$ cat src/rtl/clk_div_pkg.sv
// Shared constants, channel state encoding and the load clamp for the clock divider bank.
package clk_div_pkg;

  localparam int unsigned DEF_CNT_W = 16;
  localparam int unsigned CLAMP_W   = 32;
  localparam int unsigned DEF_DIV   = 2;
  localparam int unsigned DEF_HIGH  = 1;

  typedef struct packed {
    logic [CLAMP_W-1:0] div_c;
    logic [CLAMP_W-1:0] high_c;
  } clamp_t;

  typedef enum logic {
    ST_IDLE = 1'b0,
    ST_RUN  = 1'b1
  } chan_state_e;

  // Divide is forced to at least 2; high time never exceeds the period.
  function automatic clamp_t clamp_div(input logic [CLAMP_W-1:0] div,
                                       input logic [CLAMP_W-1:0] high);
    clamp_t r;
    r.div_c  = (div < CLAMP_W'(2)) ? CLAMP_W'(2) : div;
    r.high_c = (high > r.div_c) ? r.div_c : high;
    return r;
  endfunction

endpackage

$ cat src/rtl/clk_div_bank_if.sv
// Control/status bundle of the divider bank: per-channel enables, load strobes, shared program bus, outputs.
interface clk_div_bank_if #(
  parameter int unsigned N_CH  = 4,
  parameter int unsigned CNT_W = 16
);
  logic [N_CH-1:0]  en;
  logic [N_CH-1:0]  load;
  logic [CNT_W-1:0] div_in;
  logic [CNT_W-1:0] high_in;
  logic             sync_start;
  logic [N_CH-1:0]  CP_out;
  logic [N_CH-1:0]  tick;
  logic [N_CH-1:0]  pend;

  modport master (
    output en, load, div_in, high_in, sync_start,
    input  CP_out, tick, pend
  );

  modport slave (
    input  en, load, div_in, high_in, sync_start,
    output CP_out, tick, pend
  );
endinterface

$ cat src/rtl/clk_div_chan.sv
// One divider channel: period counter, active/shadow divide+duty, and boundary-only reprogramming.
module clk_div_chan
  import clk_div_pkg::*;
#(
  parameter int unsigned CNT_W    = DEF_CNT_W,
  parameter int unsigned DEF_DIV  = clk_div_pkg::DEF_DIV,
  parameter int unsigned DEF_HIGH = clk_div_pkg::DEF_HIGH
) (
  input  logic             CP_in,
  input  logic             reset,
  input  logic             en_i,
  input  logic             load_i,
  input  logic             sync_i,
  input  logic [CNT_W-1:0] div_ld_i,
  input  logic [CNT_W-1:0] high_ld_i,
  output logic             cp_o,
  output logic             tick_o,
  output logic             pend_o
);

  chan_state_e      state_q, state_d;
  logic [CNT_W-1:0] cnt_q, cnt_d;
  logic [CNT_W-1:0] div_a_q, div_a_d;
  logic [CNT_W-1:0] high_a_q, high_a_d;
  logic [CNT_W-1:0] div_s_q, div_s_d;
  logic [CNT_W-1:0] high_s_q, high_s_d;
  logic             pend_q, pend_d;
  logic             cp_q, cp_d;
  logic             tick_q, tick_d;

  logic             wrap_c;
  logic [CNT_W-1:0] cnt_inc_c;
  logic [CNT_W-1:0] div_bnd_c;
  logic [CNT_W-1:0] high_bnd_c;

  assign wrap_c    = (state_q == ST_RUN) && (cnt_q == CNT_W'(div_a_q - CNT_W'(1)));
  assign cnt_inc_c = CNT_W'(cnt_q + CNT_W'(1));

  // Values the next period starts with: a load on the boundary beats a pending shadow.
  assign div_bnd_c  = load_i ? div_ld_i  : (pend_q ? div_s_q  : div_a_q);
  assign high_bnd_c = load_i ? high_ld_i : (pend_q ? high_s_q : high_a_q);

  always_comb begin
    state_d  = state_q;
    cnt_d    = cnt_q;
    div_a_d  = div_a_q;
    high_a_d = high_a_q;
    div_s_d  = div_s_q;
    high_s_d = high_s_q;
    pend_d   = pend_q;
    cp_d     = cp_q;
    tick_d   = 1'b0;

    if (!en_i) begin
      state_d = ST_IDLE;
      cnt_d   = '0;
      cp_d    = 1'b0;
      if (load_i) begin
        div_a_d  = div_ld_i;
        high_a_d = high_ld_i;
        div_s_d  = div_ld_i;
        high_s_d = high_ld_i;
        pend_d   = 1'b0;
      end
    end else if ((state_q == ST_IDLE) || sync_i || wrap_c) begin
      // Start, resync and natural wrap all begin a fresh period.
      state_d  = ST_RUN;
      cnt_d    = '0;
      tick_d   = 1'b1;
      div_a_d  = div_bnd_c;
      high_a_d = high_bnd_c;
      pend_d   = 1'b0;
      cp_d     = (high_bnd_c != '0);
    end else begin
      cnt_d = cnt_inc_c;
      cp_d  = (cnt_inc_c < high_a_q);
      if (load_i) begin
        div_s_d  = div_ld_i;
        high_s_d = high_ld_i;
        pend_d   = 1'b1;
      end
    end
  end

  always_ff @(posedge CP_in) begin
    if (reset) begin
      state_q  <= ST_IDLE;
      cnt_q    <= '0;
      div_a_q  <= CNT_W'(DEF_DIV);
      high_a_q <= CNT_W'(DEF_HIGH);
      div_s_q  <= CNT_W'(DEF_DIV);
      high_s_q <= CNT_W'(DEF_HIGH);
      pend_q   <= 1'b0;
      cp_q     <= 1'b0;
      tick_q   <= 1'b0;
    end else begin
      state_q  <= state_d;
      cnt_q    <= cnt_d;
      div_a_q  <= div_a_d;
      high_a_q <= high_a_d;
      div_s_q  <= div_s_d;
      high_s_q <= high_s_d;
      pend_q   <= pend_d;
      cp_q     <= cp_d;
      tick_q   <= tick_d;
    end
  end

  assign cp_o   = cp_q;
  assign tick_o = tick_q;
  assign pend_o = pend_q;

endmodule

$ cat src/rtl/clk_div_bank.sv
// Multi-channel programmable clock/strobe divider; clamps the shared program bus once and fans it out.
module clk_div_bank
  import clk_div_pkg::*;
#(
  parameter int unsigned N_CH     = 4,
  parameter int unsigned CNT_W    = DEF_CNT_W,
  parameter int unsigned DEF_DIV  = clk_div_pkg::DEF_DIV,
  parameter int unsigned DEF_HIGH = clk_div_pkg::DEF_HIGH
) (
  input  logic           CP_in,
  input  logic           reset,
  clk_div_bank_if.slave  bus
);

  clamp_t           clamp_c;
  logic [CNT_W-1:0] div_ld_c;
  logic [CNT_W-1:0] high_ld_c;
  logic [N_CH-1:0]  cp_w;
  logic [N_CH-1:0]  tick_w;
  logic [N_CH-1:0]  pend_w;

  // CNT_W is assumed <= CLAMP_W, so the narrowing casts below are lossless.
  assign clamp_c   = clamp_div(CLAMP_W'(bus.div_in), CLAMP_W'(bus.high_in));
  assign div_ld_c  = CNT_W'(clamp_c.div_c);
  assign high_ld_c = CNT_W'(clamp_c.high_c);

  for (genvar g = 0; g < N_CH; g++) begin : g_ch
    clk_div_chan #(
      .CNT_W    (CNT_W),
      .DEF_DIV  (DEF_DIV),
      .DEF_HIGH (DEF_HIGH)
    ) u_chan (
      .CP_in     (CP_in),
      .reset     (reset),
      .en_i      (bus.en[g]),
      .load_i    (bus.load[g]),
      .sync_i    (bus.sync_start),
      .div_ld_i  (div_ld_c),
      .high_ld_i (high_ld_c),
      .cp_o      (cp_w[g]),
      .tick_o    (tick_w[g]),
      .pend_o    (pend_w[g])
    );
  end

  assign bus.CP_out = cp_w;
  assign bus.tick   = tick_w;
  assign bus.pend   = pend_w;

endmodule

$ cat src/flat_wrapper.sv
// flat-port wrapper written by rule: the top's interface ports become plain ports
module clk_div_bank_flat import clk_div_pkg::*;
#(
  parameter int unsigned N_CH     = 4,
  parameter int unsigned CNT_W    = DEF_CNT_W,
  parameter int unsigned DEF_DIV  = clk_div_pkg::DEF_DIV,
  parameter int unsigned DEF_HIGH = clk_div_pkg::DEF_HIGH
)
  (CP_in, reset, bus_en, bus_load, bus_div_in, bus_high_in, bus_sync_start, bus_CP_out, bus_tick, bus_pend);
  clk_div_bank_if #(.N_CH(N_CH), .CNT_W(CNT_W)) bus_i ();
  input  logic CP_in;
  input  logic reset;
  input wire logic [$bits(bus_i.en)-1:0] bus_en;
  input wire logic [$bits(bus_i.load)-1:0] bus_load;
  input wire logic [$bits(bus_i.div_in)-1:0] bus_div_in;
  input wire logic [$bits(bus_i.high_in)-1:0] bus_high_in;
  input wire logic [$bits(bus_i.sync_start)-1:0] bus_sync_start;
  output wire logic [$bits(bus_i.CP_out)-1:0] bus_CP_out;
  output wire logic [$bits(bus_i.tick)-1:0] bus_tick;
  output wire logic [$bits(bus_i.pend)-1:0] bus_pend;
  assign bus_i.en = bus_en;
  assign bus_i.load = bus_load;
  assign bus_i.div_in = bus_div_in;
  assign bus_i.high_in = bus_high_in;
  assign bus_i.sync_start = bus_sync_start;
  assign bus_CP_out = bus_i.CP_out;
  assign bus_tick = bus_i.tick;
  assign bus_pend = bus_i.pend;
  clk_div_bank #(.N_CH(N_CH), .CNT_W(CNT_W), .DEF_DIV(DEF_DIV), .DEF_HIGH(DEF_HIGH)) u_core (.CP_in(CP_in), .reset(reset), .bus(bus_i));
endmodule
$ cat config.mk
export PLATFORM = sky130hd
export DESIGN_NAME = clk_div_bank_flat
export DESIGN_NICKNAME = d
export VERILOG_FILES = /design/src/rtl/clk_div_pkg.sv /design/src/rtl/clk_div_bank_if.sv /design/src/rtl/clk_div_chan.sv /design/src/rtl/clk_div_bank.sv /design/src/flat_wrapper.sv
export SDC_FILE = /design/constraint.sdc
export NUM_CORES = 1
export LEC_CHECK = 0
export BUFFER_PORTS_ARGS = -buffer_cell sky130_fd_sc_hd__buf_4
export CELL_PAD_IN_SITES_DETAIL_PLACEMENT = 0
export CELL_PAD_IN_SITES_GLOBAL_PLACEMENT = 2
export CORE_MARGIN = 5
export CORE_UTILIZATION = 39
export DETAILED_ROUTE_END_ITERATION = 12
export PLACE_DENSITY_LB_ADDON = 0.1
export SYNTH_ARGS = -nofsm -noshare
export SYNTH_HDL_FRONTEND = slang
export SYNTH_SLANG_ARGS = --single-unit
$ cat constraint.sdc
create_clock -name CP_in -period 5.2 [get_ports CP_in]
set_clock_uncertainty 0.15 [all_clocks]
set_input_delay 0.78 -clock CP_in [delete_from_list [all_inputs] [get_ports CP_in]]
set_output_delay 0.78 -clock CP_in [all_outputs]
set_load 0.05 [all_outputs]
## Yosys cells after proc, flatten, opt, wreduce, memory -nomap -nowiden

Cells that the tools add are included.
Widths: inputs -> output; s select.

| storage, ports and cells | value |
|---|---|
| bits of input ports | 43 |
| logic and storage cells | 208 |
| output and inout port bits | 12 |
| bits in registers | 336 |

| cells by class | value |
|---|---|
| reduce and logical (&&, ||, !) cells | 44 |
| mux-type cells | 90 |
| eq/ne operators | 16 |
| bitwise gates (word level) | 8 |
| order comparisons | 6 |
| $add $sub $neg | 8 |

Operators by type and width:

| kind | count |
|---|---|
| $mux 16 | 66 |
| $add 16x1->16 const B | 4 |
| $eq 16x16->1 | 4 |
| $lt 16x16->1 | 4 |
| $reduce_bool 16->1 | 4 |
| $sub 16x1->16 const B | 4 |
| $gt 16x32->1 | 1 |
| $mux 1 | 24 |
| $lt 16x2->1 const B | 1 |
| $reduce_and 2->1 | 8 |
| $reduce_bool 2->1 | 8 |
| $ne 3x3->1 const B | 4 |
| $reduce_and 3->1 | 4 |
| $reduce_or 3->1 | 4 |
| $logic_or 1x1->1 | 8 |
| $ne 2x1->1 const B | 4 |
| $ne 2x2->1 const B | 4 |
| $not 1->1 | 8 |
| $reduce_or 2->1 | 4 |
| $logic_and 1x1->1 | 4 |

## Depth between registers and ports, before layout

| depth | value |
|---|---|
| word-level depth | 7 |
| gate-level depth with buffers | 18 |
| gate-level depth less buffers | 14 |

## Hierarchy

Synthesis repeated with hierarchy kept, for this count alone.

| unflattened totals | value |
|---|---|
| cells, all modules | 2491 |
| area, all modules | 21876.0 µm² |

By module, submodules not included:

| module | cells an instance | area each (µm²) | instances | sequential area each (µm²) |
|---|---|---|---|---|
| clk_div_chan (u_core.g_ch[0].u_chan ...) | 571 | 5198.7 | 3 | 1681.6 |
| clk_div_chan (u_core.g_ch[3].u_chan) | 605 | 5126.2 | 1 | 1681.6 |
| clk_div_bank | 173 | 1153.6 | 1 | 0.0 |

## Worst setup path before layout

Ideal clock, no wire load.

| timing | value |
|---|---|
| kind | input port to flip-flop |
| start | input bus_div_in[14] |
| end | register u_core.g_ch[0].u_chan.cp_q |
| data arrival time | 4.156 ns |
| stages on the path | 18 |
| data required time | 4.934 ns |
| slack | 0.778 ns |
| path buffers | 4 |
| setup time | 0.116 ns |
| cell sequence | clkbuf_1 -> nor3_1 -> nand4_1 -> nand2b_1 -> clkbuf_1 -> inv_1 -> ha_1 -> nand2b_1 -> a21oi_1 -> o21ai_0 -> o211ai_1 -> nand2_1 -> buf_2 -> buf_1 -> mux2i_1 -> a2111oi_0 -> o2111ai_1 -> o211a_1 |

| between the ends | value |
|---|---|
| cells in the longest elaborated chain, start to end | 7 |

RTL lines:

| element | line | text |
|---|---|---|
| start: declaration | flat_wrapper.sv:15 | `input wire logic [$bits(bus_i.div_in)-1:0] bus_div_in;` |
| $lt 16x2->1 | clk_div_pkg.sv:23 | `r.div_c = (div < CLAMP_W'(2)) ? CLAMP_W'(2) : div;` |
| $mux 16 (*) | clk_div_pkg.sv:23 |  |
| $gt 16x32->1 | clk_div_pkg.sv:24 | `r.high_c = (high > r.div_c) ? r.div_c : high;` |
| $mux 16 (*) | clk_div_pkg.sv:24 |  |
| $mux 16 (*) | clk_div_chan.sv:41 | `assign high_bnd_c = load_i ? high_ld_i : (pend_q ? high_s_q : high_a_q);` |
| $reduce_bool 16->1 (*) | clk_div_chan.sv:73 | `cp_d = (high_bnd_c != '0);` |
| $mux 1 (*) | clk_div_chan.sv:65 | `end else if ((state_q == ST_IDLE) \|\| sync_i \|\| wrap_c) begin` |
| end signal: assignment | clk_div_chan.sv:104 | `cp_q <= cp_d;` |
| end: declaration | clk_div_chan.sv:28 | `logic cp_q, cp_d;` |

Mark *: on every way between the ends. The rest lies on a longest branch, timed or not.
A chain may end at the register's enable or synchronous reset.

## Worst setup path after layout

| timing | value |
|---|---|
| start | input bus_div_in[15] |
| end | register u_core.g_ch[2].u_chan.cp_q |

| between the ends | value |
|---|---|
| cells in the longest elaborated chain, start to end | 7 |

RTL lines:

| element | line |
|---|---|
| $lt 16x2->1 | clk_div_pkg.sv:23 |
| $mux 16 (*) | clk_div_pkg.sv:23 |
| $gt 16x32->1 | clk_div_pkg.sv:24 |
| $mux 16 (*) | clk_div_pkg.sv:24 |
| $mux 16 (*) | clk_div_chan.sv:41 |
| $reduce_bool 16->1 (*) | clk_div_chan.sv:73 |
| $mux 1 (*) | clk_div_chan.sv:65 |
| end signal: assignment | clk_div_chan.sv:104 |
| end: declaration | clk_div_chan.sv:28 |

Marks and branches as above.

==> impl_metrics.py <==
metrics = {
    "clocking": {
        "htreeDepth": 2,
        "postCtsSetupBuffers": 0,
        "cts_tree": "done",
        "path_clk_slew_ps": 60,
        "clockRootBuffer": "clkbuf_16",
        "cts_buffer_depth": 3,
        "numCtsBuffers": 42,
        "cts_hold_buffers": 0,
        "cts_resized": 0,
        "clk_latency_ps": 560,
        "cts.sink_count": 336,
    },
    "logic_synthesis": {
        "synth_top_area_share_pct": 35.63,
        "synth_edf_count": 0,
        "ys_types": 73,
        "yosysMostFrequentCell": "dfxtp_1",
        "synth_area_um2": 18880,
        "synth_commonest_cells": "336 x dfxtp_1, 299 x nor2_1, 191 x mux2i_1",
        "ys_async_sr_fraction_pct": 0,
        "ys.flop_type": "dfxtp_1",
        "ys_warn_count": 0,
        "synth_nets": 2360,
        "synth_seq_cells": 336,
        "syn_avg_cell_area_um2": 8.455,
        "synth_area_leaders": "dfxtp_1 36%, mux2i_1 10%, nor2_1 5.9%",
        "synthCells": 2233,
        "yosys.area.top_type": "dfxtp_1",
        "ys_seq_area_share_pct": 35.63,
    },
    "detailed_routing": {
        "dr.pass1.iters": 5,
        "ant_nets": 0,
        "drt_wl_total_mm": 63.78,
        "viasPerCell": 5.612,
        "first_iter_violations": 1224,
        "wl_per_cell_um": 22.21,
        "drc": 0,
        "vias": 16119,
    },
    "floorplanning": {
        "std_cell_rows": 80,
        "io_pins": 55,
        "dieArea_um2": 52910,
        "initial_core_util_pct": 39.46,
        "core_area_um2": 47850,
        "die_w_um": 230.0,
        "die_y_um": 230.0,
    },
    "global_route": {
        "grt_pass1_wl_mm": 97.99,
        "grt_max_degree": 90,
        "grt_use_total_pct": 23.65,
        "antenna_found_initial": 0,
        "grt_pass1_vias": 15544,
        "grt_remaining_overflow": 0,
    },
    "timing": {
        "period_share_pct": 80.49,
        "fin_setup_tns_ps": 0,
        "whs_ps": 319.5,
        "drv_slew": 0,
        "setup_viol": 0,
        "hold_viol": 0,
        "max_freq_ghz": 0.2389,
        "rsz0062_at_grt": "no",
        "worst_slew_pin_slew_ps": 1146,
        "relSlewSlack_pct": 23.51,
        "period_needed_ps": 4185,
    },
    "run_status": {
        "status": "completed",
    },
    "setup_path": {
        "crit_type": "in2reg",
        "slowest_stage": "mux2_2",
        "cp_cell_sequence": "buf_4 -> nor4_1 -> nand4_1 -> nand2b_1 -> inv_1 -> ha_1 -> nand2b_1 -> a21oi_1 -> o21ai_0 -> o211ai_1 -> nand2_1 -> mux2_2 -> nor4_1 -> a31oi_1 -> o211a_1",
        "cp_data_required_time_ps": 5510,
        "crit_path_max_incr_delay_ps": 580,
        "start_kind": "primary input",
        "cp-end-kind": "register",
        "crit_arrival_ps": 4490,
        "crit_fanout": 12,
    },
    "power_and_ir_drop": {
        "p_leak_nw": 9.170,
        "power_w": 0.007072,
        "power.density_nw_per_um2": 332.7,
        "vdd_ir_drop_max_mv": 0.2378,
    },
    "final_layout": {
        "drive_above_1_share_pct": 11.39,
        "antenna_cells": 0,
        "design_area_um2": 21260,
        "finalNonFillerCells": 2872,
        "syn2layout_area_growth_pct": 12.61,
        "fin_nets": 2354,
    },
    "min_path": {
        "worstHoldPathType": "reg2reg",
    },
    "place": {
        "dp_hpwl_mm": 45.58,
        "placed_cell_area_um2": 19850,
        "port_buffers": 54,
        "place_inst": 2798,
        "gp_congestion": 0.8436,
    },
    "flow_run": {
        "maxCapViolCount": 0,
    },
}
power breakdown:
part	switching, W	internal (W)	total (W)
registers	0.000142	0.00273	0.00287
clock network	0.00118	0.00182	0.00300
logic	0.000741	0.000457	0.00120
worst max-delay path: cells and delay by family:
family / cells / cell delay, ps
muxes: 1 / 580
buffers and inverters: 2 / 180
adders and majority gates: 1 / 290
and+or+nand+nor: 6 / 1780
AOI/OAI and AO/OA: 5 / 880
metal layers:
layer | GRT usage, % | share of wire (%) | wire [µm]
met1 | 33.01 | 47 | 29990
met2 | 38.11 | 45 | 28990
met3 | 4.170 | 5.1 | 3236
met4 | 5.922 | 2.4 | 1559
met5 | 0 | 0 | 0
final cells by class:
| type | count | area [µm²] |
|---|---|---|
| clock buffers | 69 | 1356 |
| clock inverters | 5 | 57.56 |
| fillers | 4789 | 26590 |
| inverters | 103 | 386.6 |
| multi-input cells | 1632 | 11090 |
| flip-flops and latches | 336 | 6726 |
| well taps | 615 | 769.5 |
| repair buffers | 112 | 873.3 |
final timing paths:
path / slack [ps] / from / cells after the start / endpoint
worst max-delay path: 1010 / bus_div_in[15] / 15 / u_core.g_ch[2].u_chan.cp_o$_SDFF_PP0_
worst min-delay path: 320 / u_core.g_ch[1].u_chan.high_a_q[2]$_SDFFE_PP0P_ / 2 / u_core.g_ch[1].u_chan.high_a_q[2]$_SDFFE_PP0P_
worst max register to register: 1140 / u_core.g_ch[0].u_chan.div_a_q[2]$_SDFFE_PP0P_ / 11 / u_core.g_ch[0].u_chan.div_a_q[12]$_SDFFE_PP0P_
worst min register to register: 320 / u_core.g_ch[1].u_chan.high_a_q[2]$_SDFFE_PP0P_ / 2 / u_core.g_ch[1].u_chan.high_a_q[2]$_SDFFE_PP0P_
placed cells by master (no fill, tap or decap), drive strengths merged, types with 59 or more instances in the layout:
cell,count
a21oi,103
buf,112
clkbuf,69
dfxtp,336
ha,84
inv,103
mux2i,191
nand2,174
nor2,299
nor3,59
xnor2,76
kinds of logic after synthesis:
group,share of synthesized area [%]
fa+ha+maj,5.567
xor+xnor,6.124
mux,11.08
compound gates,16.09
simple gates,19.52
flops,35.63
buf+inv,5.991
sequential cells by signal, indices dropped and copies added (netlist names):
signal	count
u_core.g_ch.u_chan.div_a_q	64
u_core.g_ch.u_chan.state_q	4
u_core.g_ch.u_chan.div_s_q	64
u_core.g_ch.u_chan.cp_o	4
u_core.g_ch.u_chan.high_s_q	64
u_core.g_ch.u_chan.cnt_q	64
u_core.g_ch.u_chan.tick_o	4
u_core.g_ch.u_chan.high_a_q	64
u_core.g_ch.u_chan.pend_o	4
stage by stage:
| step | setup slack [ps] | utilization, % |
|---|---|---|
| after floorplan | 777.8 | - |
| after global placement | 508.9 | 41.48 |
| after detailed placement | 502.9 | 41.48 |
| after CTS | 1091 | 44.44 |
| after global routing | 730.2 | 44.44 |
| final | 1015 | 44.44 |
Note: power is estimated with default switching activity, not from simulation.
